<file path="src/rtl/retire_monitor.sv">
// Retire-interface monitor: run statistics plus a show-ahead FIFO of retire records.
// RUN counts and buffers; halt or the cycle limit moves to DRAIN, and DONE follows once the FIFO is empty.
module retire_monitor #(
  parameter int DEPTH       = 16,
  parameter int CYCLE_LIMIT = 40000
) (
  input  logic                       clk,
  input  logic                       rst,
  input  logic                       i_retire_valid,
  input  logic [31:0]                i_retire_inst,
  input  logic                       i_retire_trap,
  input  logic                       i_retire_halt,
  input  logic [31:0]                i_retire_pc,
  input  logic [4:0]                 i_retire_rd_waddr,
  input  logic [31:0]                i_retire_rd_wdata,
  input  logic                       i_mispredict,
  input  logic                       i_rd_ready,
  output logic                       o_rd_valid,
  output logic [31:0]                o_rd_pc,
  output logic [31:0]                o_rd_inst,
  output logic [4:0]                 o_rd_waddr,
  output logic [31:0]                o_rd_wdata,
  output logic [1:0]                 o_rd_flags,
  output logic [31:0]                o_cycles,
  output logic [31:0]                o_instret,
  output logic [31:0]                o_branches,
  output logic [31:0]                o_mispredicts,
  output logic [15:0]                o_dropped,
  output logic [$clog2(DEPTH):0]     o_count,
  output logic                       o_timeout,
  output logic                       o_done
);
  localparam int AW = $clog2(DEPTH);
  localparam int CW = AW + 1;
  localparam logic [CW-1:0] FULL_COUNT = CW'(DEPTH);
  localparam logic [31:0]   LIMIT      = 32'(CYCLE_LIMIT);

  typedef enum logic [1:0] {RUN = 2'd0, DRAIN = 2'd1, DONE = 2'd2} state_t;

  typedef struct packed {
    logic [31:0] pc;
    logic [31:0] inst;
    logic [4:0]  waddr;
    logic [31:0] wdata;
    logic [1:0]  flags;
  } rec_t;

  function automatic logic is_ctrl_flow(input logic [31:0] inst);
    case (inst[6:0])
      7'b1100011, 7'b1101111, 7'b1100111: is_ctrl_flow = 1'b1;
      default:                            is_ctrl_flow = 1'b0;
    endcase
  endfunction

  state_t      state, state_nx;
  rec_t        mem [DEPTH];
  rec_t        wr_rec, head;
  logic [AW-1:0] wptr, rptr;
  logic [CW-1:0] count, count_nx;
  logic [31:0] cycles, cycles_inc, instret, branches, mispredicts;
  logic [15:0] dropped;
  logic        timeout;
  logic        run, push, pop, full, accept, drop, limit_hit, timeout_set;

  assign run        = (state == RUN);
  assign push       = run & i_retire_valid;
  assign o_rd_valid = (count != {CW{1'b0}}) && (state != DONE);
  assign pop        = o_rd_valid & i_rd_ready;
  assign full       = (count == FULL_COUNT);
  // A pop frees the slot in the same cycle, so a full FIFO still accepts a push alongside it.
  assign accept     = push & (~full | pop);
  assign drop       = push & full & ~pop;
  assign cycles_inc = cycles + 32'd1;
  assign limit_hit  = (cycles_inc == LIMIT);

  assign wr_rec = '{pc: i_retire_pc, inst: i_retire_inst, waddr: i_retire_rd_waddr,
                    wdata: i_retire_rd_wdata, flags: {i_retire_halt, i_retire_trap}};
  assign head   = mem[rptr];

  always_comb begin
    count_nx = count;
    case ({accept, pop})
      2'b10:   count_nx = count + CW'(1);
      2'b01:   count_nx = count - CW'(1);
      default: count_nx = count;
    endcase
  end

  always_comb begin
    state_nx    = state;
    timeout_set = 1'b0;
    case (state)
      RUN: begin
        if (i_retire_valid && i_retire_halt) begin
          state_nx = DRAIN;
        end else if (limit_hit) begin
          state_nx    = DRAIN;
          timeout_set = 1'b1;
        end else begin
          state_nx = RUN;
        end
      end
      DRAIN: begin
        if (count_nx == {CW{1'b0}}) state_nx = DONE;
        else                        state_nx = DRAIN;
      end
      DONE:    state_nx = DONE;
      default: state_nx = RUN;
    endcase
  end

  always_ff @(posedge clk) begin
    if (accept) mem[wptr] <= wr_rec;
  end

  always_ff @(posedge clk) begin
    if (rst) begin
      state       <= RUN;
      wptr        <= {AW{1'b0}};
      rptr        <= {AW{1'b0}};
      count       <= {CW{1'b0}};
      cycles      <= 32'd0;
      instret     <= 32'd0;
      branches    <= 32'd0;
      mispredicts <= 32'd0;
      dropped     <= 16'd0;
      timeout     <= 1'b0;
    end else begin
      state <= state_nx;
      count <= count_nx;
      if (run) cycles <= cycles_inc;
      if (push) instret <= instret + 32'd1;
      if (push && is_ctrl_flow(i_retire_inst)) branches <= branches + 32'd1;
      if (run && i_mispredict) mispredicts <= mispredicts + 32'd1;
      if (drop && (dropped != 16'hFFFF)) dropped <= dropped + 16'd1;
      if (accept) wptr <= wptr + AW'(1);
      if (pop) rptr <= rptr + AW'(1);
      if (timeout_set) timeout <= 1'b1;
    end
  end

  assign o_rd_pc       = head.pc;
  assign o_rd_inst     = head.inst;
  assign o_rd_waddr    = head.waddr;
  assign o_rd_wdata    = head.wdata;
  assign o_rd_flags    = head.flags;
  assign o_cycles      = cycles;
  assign o_instret     = instret;
  assign o_branches    = branches;
  assign o_mispredicts = mispredicts;
  assign o_dropped     = dropped;
  assign o_count       = count;
  assign o_timeout     = timeout;
  assign o_done        = (state == DONE);
endmodule

</file>
<file path="config.mk">
export PLATFORM = sky130hd
export DESIGN_NAME = retire_monitor
export DESIGN_NICKNAME = d
export VERILOG_FILES = /design/src/rtl/retire_monitor.sv
export SDC_FILE = /design/constraint.sdc
export NUM_CORES = 1
export LEC_CHECK = 0
export ABC_CLOCK_PERIOD_IN_PS = 25600
export CAP_MARGIN = 5
export CORE_AREA = 2 2 448 450
export CTS_CLUSTER_DIAMETER = 40
export CTS_CLUSTER_SIZE = 40
export DETAILED_ROUTE_END_ITERATION = 8
export DIE_AREA = 0 0 450 452
export DONT_BUFFER_PORTS = 1
export MAX_ROUTING_LAYER = met4
export PLACE_DENSITY = 0.56
export SETUP_SLACK_MARGIN = 0.5
export SLEW_MARGIN = 20
export SYNTH_ARGS = -nofsm -noshare
export SYNTH_HDL_FRONTEND = slang
export SYNTH_SLANG_ARGS = --single-unit
</file>
<file path="constraint.sdc">
create_clock -name clk -period 25.6 [get_ports clk]
set_input_delay 3.84 -clock clk [delete_from_list [all_inputs] [get_ports clk]]
set_output_delay 3.84 -clock clk [all_outputs]
set_load 0.1 [all_outputs]
</file>
==> flow_summary.toml, run 1 <==
[synth]
netlist.area_leader.share_pct = 71.4
yosys_warnings = 0
syn-instance-count = 3209
synth_ff_type = "edfxtp_1"
ys_ff_latch = 1812
ys_types = 58
postSynth.asyncResetShare_pct = 0
synth_edf_count = 1648
ys_seq_area_share_pct = 76.2
netlist_top_cells_area = "edfxtp_1 71%, mux4_2 17%, dfxtp_1 4.7%"
syn_area_um2 = 69300
synth_largest_area_cell = "edfxtp_1"
syn_area_per_cell_um2 = 21.6
syn_nets = 3328

[clocking]
path_clk_slew_ns = 0.05
cts_made_buffers = 297
clk_latency_ns = 0.93
clock_sinks = 1812
postCtsHoldBufs = 0
root_buffer = "clkbuf_16"
cts_max_level = 5
clk_path_buf_depth = 4
tritoncts = "built"
cts_resized = 0
post_cts_buffers = 0

[global_route]
antenna_found_initial = 2
grt_pass1_wl_mm = 244
grt_max_degree = 164
grt_pass1_vias = 34755
grt_usage_pct = 17.0
grt_overflow = 0

[power]
ir_drop_mv = 0.0620
power.density_nw_per_um2 = 109
power_leakage_nw = 25.6
clock_power_share_pct = 45.2
swShare_pct = 28.8
p_seq_share_pct = 37.6
internal_power_mw = 6.46
comb_power_share_pct = 17.2
power.switching_mw = 2.61

[final_layout]
design_area_um2 = 83200
finalNetCount = 3563
drive_gt1_share_pct = 30.9
syn_to_final_growth_pct = 20.1

[worst_setup_path]
cp.required_ns = 21.76
worstSetupPathType = "register to primary output"
worstPathArrival_ns = 5.51
cp-end-kind = "primary output"
critPathLaunchType = "register"
crit_fanout = 87

[sta]
finalCritPeriodShare_pct = 36.5
setup_viol = 0
rsz0062_at_grt = "false"
finalHoldViolations = 0
setup_tns_ns = 0
drv_slew = 0
fin_ws_ns = 16.25
worst_hold_slack_ns = 0.546
skew_ns = 0.0856
period_minus_slack_ns = 9.35
tightest_slew_ns = 1.18
timing.fmax_mhz = 107
relSlewSlack_pct = 21.3

[die]
die_x_um = 450
coreArea_um2 = 199000
pin_count = 363
fp.dieH_um = 452
fp-row-count = 164
fp.dieArea_um2 = 203000
initial_core_util_pct = 34.9

[placement]
portBuffers = 0
place_area_um2 = 72900
dp_hpwl_mm = 84.0
gp_congestion = 0.766
place_ws_ns = 16.88

[route]
drt_wl_total_mm = 168
dr.pass1.iters = 5
route.detailed.drc = 0
vias_per_cell = 5.22
routedWlPerCell_um = 26.6
vias = 32979
drtIter0Drc = 2732
antenna_left = 0

[min_path]
hp-class = "register to register"

[run_status]
outcome = "finished clean"

[flow_run]
maxCapViolCount = 0
==> sequential cells by signal (all words and copies together) (netlist names), named ones only <==
register	cells
mem	1648
o_branches	32
o_cycles	32
o_instret	32
o_mispredicts	32
o_dropped	16
o_count	5
rptr	4
wptr	4
state	2
o_timeout	1
==> power groups by stage <==
stage / clock, mW / sequential (mW) / combinational, mW
final: 4.10 / 3.41 / 1.56
after global routing: 4.31 / 3.42 / 1.63
after CTS: 4.18 / 3.41 / 1.60
after detailed placement: 0 / 3.47 / 1.59
after global placement: 0 / 3.47 / 1.59
after floorplan: 0 / 3.50 / 1.28
==> cell usage in the layout (no fill, tap or decap), drive strengths merged, types with 3 or more instances in the layout <==
cell type	n
a21oi	30
a31oi	3
and2	6
and3	22
and4	17
buf	92
bufinv	47
clkbuf	320
clkinv	70
clkinvlp	35
dfxtp	164
edfxtp	1648
ha	11
inv	64
mux2i	6
mux4	515
nand2	73
nand2b	5
nand3	51
nand4	41
nor2	170
nor2b	5
nor3	25
nor3b	3
nor4	10
nor4b	3
o2111ai	3
o21ai	29
or2	5
or3	27
or4	4
xnor2	59
xor2	76
==> path summary, 6_finish.rpt <==
path,startpoint,end,slack [ns],cells after the start
setup / recovery,register,o_rd_pc[22],16.25,5
hold / removal,rptr[1]$_SDFFE_PP0N_,register,0.55,2
setup reg to reg,state[0]$_SDFF_PP0_,mem[14][60]$_DFFE_PP_,20.54,6
hold reg to reg,rptr[1]$_SDFFE_PP0N_,register,0.55,2
==> cells by family after synthesis <==
group	share of synthesized area, %
multiplexers	16.8
adder cells (fa/ha/maj)	0.199
AO/OA/AOI/OAI	0.715
flip-flops	76.2
AND/OR/NAND/NOR	3.43
buffers and inverters	0.945
XOR/XNOR	1.71
==> layer usage <==
layer	vias to the layer above	GRT usage [%]	wire length, um
met5	-	-	0
met4	0	5.32	4420
met3	285	4.62	11700
met2	1046	27.1	82600
met1	17714	21.1	69600
li1	13934	-	-
==> cell usage after synthesis (all sizes together), types with 17 or more instances <==
master,n
or3,27
mux4,515
nand2,73
clkbuf,119
o21ai,29
xor2,76
nand3,51
nand4,41
and4,17
inv,17
buf,37
dfxtp,164
edfxtp,1648
nor2,170
nor3,25
a21oi,30
xnor2,59
and3,22
==> worst max-delay path: stages (launching register included) <==
cell and delay (ns):
dfxtp_4 0.77, buf_4 0.84, buf_12 0.65, buf_4 0.82, mux4_2 0.60, mux4_2 0.78
==> per-stage QoR <==
stage | power, mW | util, % | std cells
final | 9.07 | 41.9 | 6321
after global routing | 9.36 | 41.9 | 6321
after CTS | 9.19 | 41.9 | 6320
after detailed placement | 5.07 | 36.7 | 5801
after global placement | 5.06 | 36.7 | 5801
after floorplan | 4.78 | - | 3209
==> area by class of cell <==
class | count | area (um^2)
multi-input combinational | 1224 | 16000
antenna | 1 | 2.50
clock inverter | 199 | 2640
tap | 2656 | 3320
sequential | 1812 | 52800
clock buffer | 320 | 7640
fill | 17348 | 115000
inverter | 17 | 63.8
timing repair buffer | 92 | 803
Note: power is estimated with default switching activity, not from simulation.
==> run 2, diff against run 1 <==
- ABC_CLOCK_PERIOD_IN_PS: 25600 -> 8800
- clock period: 25.6 -> 8.8 ns (I/O delays scaled with it)
==> run 2 against run 1 <==
Effect of this change: clock skew fell by 0.035 ns; worst setup slack got worse by 13 ns; register-to-register slack got worse by 16 ns; critical path depth fell by 1; global-route usage barely moved.
==> flow_summary.toml, run 2 (synthesis results as in run 1) <==
[run_status]
outcome = "finished clean"

[route]
drt_wl_total_mm = 168
route.detailed.drc = 0
vias = 32852
routedWlPerCell_um = 26.6
antenna_left = 0
dr.pass1.iters = 7
drtIter0Drc = 2823
vias_per_cell = 5.19

[clocking]
cts_max_level = 5
path_clk_slew_ns = 0.06
root_buffer = "clkbuf_16"
clock_sinks = 1812
tritoncts = "built"
postCtsHoldBufs = 0
clk_latency_ns = 0.93
cts_made_buffers = 303
post_cts_buffers = 0
cts_resized = 0
clk_path_buf_depth = 4

[sta]
skew_ns = 0.0505
finalHoldViolations = 0
drv_slew = 0
setup_viol = 0
relSlewSlack_pct = 21.8
worst_hold_slack_ns = 0.488
finalCritPeriodShare_pct = 61.6
rsz0062_at_grt = "false"
timing.fmax_mhz = 184
period_minus_slack_ns = 5.42
tightest_slew_ns = 1.17

[worst_setup_path]
reg2reg_slack_ns = 4.80
cp-end-kind = "primary output"
crit_fanout = 139
r2r-end = "mem[15][80]$_DFFE_PP_"
worstPathArrival_ns = 4.10
worstSetupPathType = "register to primary output"
critPathLaunchType = "register"
rr_worst_depth = 5
crit_path_end = "o_rd_wdata[1]"
r2r-start = "state[1]$_SDFF_PP0_"
cp.required_ns = 7.48

[power]
power.density_nw_per_um2 = 312
power_leakage_nw = 25.4
ir_drop_mv = 0.210

[final_layout]
layout.cells.non_filler = 6324
mostFrequentLayoutCells = "1648 x edfxtp_1, 515 x mux4_2, 308 x clkbuf_16"
drive_gt1_share_pct = 30.6
largest_reg_flops = 1648
regMostFlops = "mem"
final_common_cell = "edfxtp_1"
syn_to_final_growth_pct = 19.6
utilization_pct = 41.7
finalNetCount = 3566

[global_route]
grt_overflow = 0
antenna_found_initial = 4
grt_pass1_wl_mm = 244
grt_pass1_vias = 34725
grt_usage_pct = 17.0
grt_max_degree = 164

[die]
coreArea_um2 = 199000
pin_count = 363
die_x_um = 450
fp-row-count = 164
initial_core_util_pct = 34.9
fp.dieArea_um2 = 203000
fp.dieH_um = 452

[min_path]
hp-class = "primary input to register"

[placement]
portBuffers = 0
dp_hpwl_mm = 84.8
gp_congestion = 0.773
dp_cells = 5798

[flow_run]
maxCapViolCount = 0
-- run 2: report_power, final --
part / internal (mW) / leakage, nW / switching, mW / total [mW]
Sequential: 9.75 / 16.2 / 0.193 / 9.94
Combinational: 1.31 / 4.45 / 3.24 / 4.55
Clock: 7.19 / 4.71 / 4.17 / 11.4
Total: 18.2 / 25.4 / 7.60 / 25.8
-- run 2: metal layers --
| metal | track usage [%] | vias up | part of all wire, % |
|---|---|---|---|
| met2 | 27.0 | 1000 | 49 |
| met5 | - | - | 0 |
| met4 | 5.61 | 0 | 2.9 |
| met1 | 21.1 | 17582 | 41 |
| met3 | 4.62 | 326 | 7.0 |
| li1 | - | 13944 | - |
-- run 2: how the worst min path moves through the flow --
stage	startpoint	end	slack, ns	depth (start not counted)
2_1_floorplan	rptr[3]$_SDFFE_PP0N_	register	0.48	2
3_3_place_gp	o_mispredicts[31]$_SDFFE_PP0P_	o_mispredicts[31]$_SDFFE_PP0P_	0.48	2
3_5_place_dp	o_mispredicts[31]$_SDFFE_PP0P_	o_mispredicts[31]$_SDFFE_PP0P_	0.49	2
4_1_cts	i_retire_rd_wdata[14]	mem[0][16]$_DFFE_PP_	0.42	0
5_1_grt	i_retire_rd_wdata[14]	mem[0][16]$_DFFE_PP_	0.42	0
6_report	i_retire_rd_wdata[14]	mem[0][16]$_DFFE_PP_	0.49	0
-- run 2: per-stage QoR --
step / power [mW] / setup TNS (ns) / area (um^2) / worst slack [ns]
floorplan: 13.9 / -261.39 / 69300 / -1.27
global placement: 14.8 / 0 / 73000 / 3.97
detailed placement: 14.8 / 0 / 73000 / 3.95
CTS: 26.2 / 0 / 82900 / 3.18
global route: 26.7 / 0 / 82900 / 3.13
finish: 25.8 / 0 / 82900 / 3.38
-- run 2: cell type report --
cell class                 count  area (um^2)
antenna                        3         7.51
clock buffer                 334         7860
clock inverter               189         1980
fill                       17293       116000
inverter                      17         63.8
multi-input combinational   1224        16000
sequential                  1812        52800
tap                         2656         3320
timing repair buffer          89          881
-- run 2: worst max-delay path, cell delays in order, from the launching register on --
cell and delay (ns):
dfxtp_4 0.70, buf_12 0.65, buf_4 0.60, mux4_2 0.40
mux4_2 0.76
==> run 3, diff against run 2 <==
- ABC_CLOCK_PERIOD_IN_PS: 8800 -> 4400
- PLACE_DENSITY: 0.56 -> 0.58
- clock period: 8.8 -> 4.4 ns (I/O delays scaled with it)
==> run 3 against run 2 <==
Effect of this change: clock power rose by 98%; sequential power grew 99%; sequential share of layout area shrank 2.8 points; worst hold slack worse by 0.39 ns; critical endpoint is now o_rd_wdata[10]; largest power group unchanged.
==> flow_summary.toml, run 3 (synthesis results as in run 1) <==
[route]
vias_per_cell = 5.17
dr.pass1.iters = 5
drt_wl_total_mm = 176
vias = 34166
drtIter0Drc = 3119
route.detailed.drc = 0
antenna_left = 0
routedWlPerCell_um = 26.6

[die]
initial_core_util_pct = 34.9
pin_count = 363
fp.dieH_um = 452
fp.dieArea_um2 = 203000
fp-row-count = 164
coreArea_um2 = 199000
die_x_um = 450

[placement]
place_area_um2 = 75000
place_ws_ns = 0.952
dp_hpwl_mm = 94.5
gp_congestion = 0.795
portBuffers = 0
dp_cells = 5945

[clocking]
clock_sinks = 1812
cts_made_buffers = 294
tritoncts = "built"
clk_path_buf_depth = 4
clk_latency_ns = 0.94
root_buffer = "clkbuf_16"
cts_max_level = 5
path_clk_slew_ns = 0.05

[final_layout]
largest_reg_flops = 1648
finalNetCount = 3846
regArea_um2 = 52800
multi_input_area_um2 = 16000
final_common_cell = "edfxtp_1"
design_area_um2 = 86700
regMostFlops = "mem"
drive_gt1_share_pct = 33.3
syn_to_final_growth_pct = 25.1
mostFrequentLayoutCells = "1648 x edfxtp_1, 515 x mux4_2, 310 x clkbuf_16"
layout.cells.non_filler = 6607
fill_cells = 16990

[sta]
setup_tns_ns = 0
finalHoldViolations = 0
finalCritPeriodShare_pct = 87.1
relSlewSlack_pct = 22.2
skew_ns = 0.0973
timing.fmax_mhz = 261
setup_viol = 0
tightest_slew_ns = 1.17
period_minus_slack_ns = 3.83
rsz0062_at_grt = "true"
fin_ws_ns = 0.569
drv_slew = 0

[global_route]
antenna_found_initial = 13
grt_overflow = 0
grt_pass1_wl_mm = 254
grt_usage_pct = 17.7
grt_pass1_vias = 35929
grt_max_degree = 164

[worst_setup_path]
cp.required_ns = 3.74
worstSetupPathType = "register to primary output"
max_stage_delay_ns = 0.77
cp_cell_sequence = "buf_12, buf_16, buf_8, clkbuf_16, mux4_2, mux4_2"
worstPathArrival_ns = 3.17
cp-end-kind = "primary output"
crit_top_cell = "mux4_2"
crit_fanout = 7
critPathLaunchType = "register"
slowest_stage = "mux4_2"

[power]
power_leakage_nw = 27.2
power.density_nw_per_um2 = 611
ir_drop_mv = 0.382
power.total_mw = 53.0

[flow_run]
maxCapViolCount = 0

[min_path]
hp-class = "primary input to register"

[run_status]
outcome = "finished clean"
==> run 3: changes by cell type in the layout (fill, tap and decap cells not counted), sizes merged, moves of 5 or more <==
cell / delta
buf: +177
dlygate4sd3: +105
inv: +16
clkbuf: -7
clkinv: -7
clkinvlp: -5
==> run 3: final cells by class <==
class                   instances  share of cell area, %
clock inverters               193                   2.38
multi-input cells            1224                   18.5
inverters                      17                 0.0736
clock buffers                 321                   8.85
diodes                          6                 0.0173
repair buffers                378                   5.47
flip-flops and latches       1812                   60.9
well taps                    2656                   3.83
==> run 3: where the power goes <==
part / total (mW) / switching [mW] / internal [mW]
Combinational: 10.6 / 7.01 / 3.59
Sequential: 19.8 / 0.325 / 19.5
Clock: 22.6 / 8.39 / 14.2
==> run 3: path summary, 6_finish.rpt <==
path,startpoint,endpoint,slack (ns),cells after the start
worst max-delay path,register,o_rd_wdata[10],0.57,6
worst min-delay path,i_retire_valid,state[0]$_SDFF_PP0_,0.1,3
worst max register to register,o_count[0]$_SDFF_PP0_,state[1]$_SDFF_PP0_,0.88,10
worst min register to register,o_branches[1]$_SDFFE_PP0P_,o_branches[1]$_SDFFE_PP0P_,0.45,2
==> run 3: per-stage QoR <==
stage | hold slack, ns | util, %
after global routing | 0.0547 | 43.6
after global placement | 0.437 | 37.7
after detailed placement | 0.445 | 37.7
after CTS | 0.00919 | 43.5
after floorplan | 0.485 | -
final | 0.0965 | 43.6
==> run 3: what timing repair did <==
item	4_1_cts	5_1_grt
setup buffers	18	0
setup endpoints to repair	97	38
hold buffers	106	0
endpoints found under the hold margin	1812	0
gates resized for setup	40	9
gates cloned	12	6
==> run 3: worst max-delay path, delay by kind of cell (launching register included) <==
kind / cells / cell delay [ns]
DFF: 1 / 0.37
muxes: 2 / 1.28
buffers and inverters: 4 / 0.62
==> run 3: per-layer routing <==
metal / share of wire (%) / GRT usage (%)
met2: 50 / 28.8
met5: 0 / -
met3: 6.8 / 4.47
met4: 3.1 / 6.16
met1: 40 / 21.6
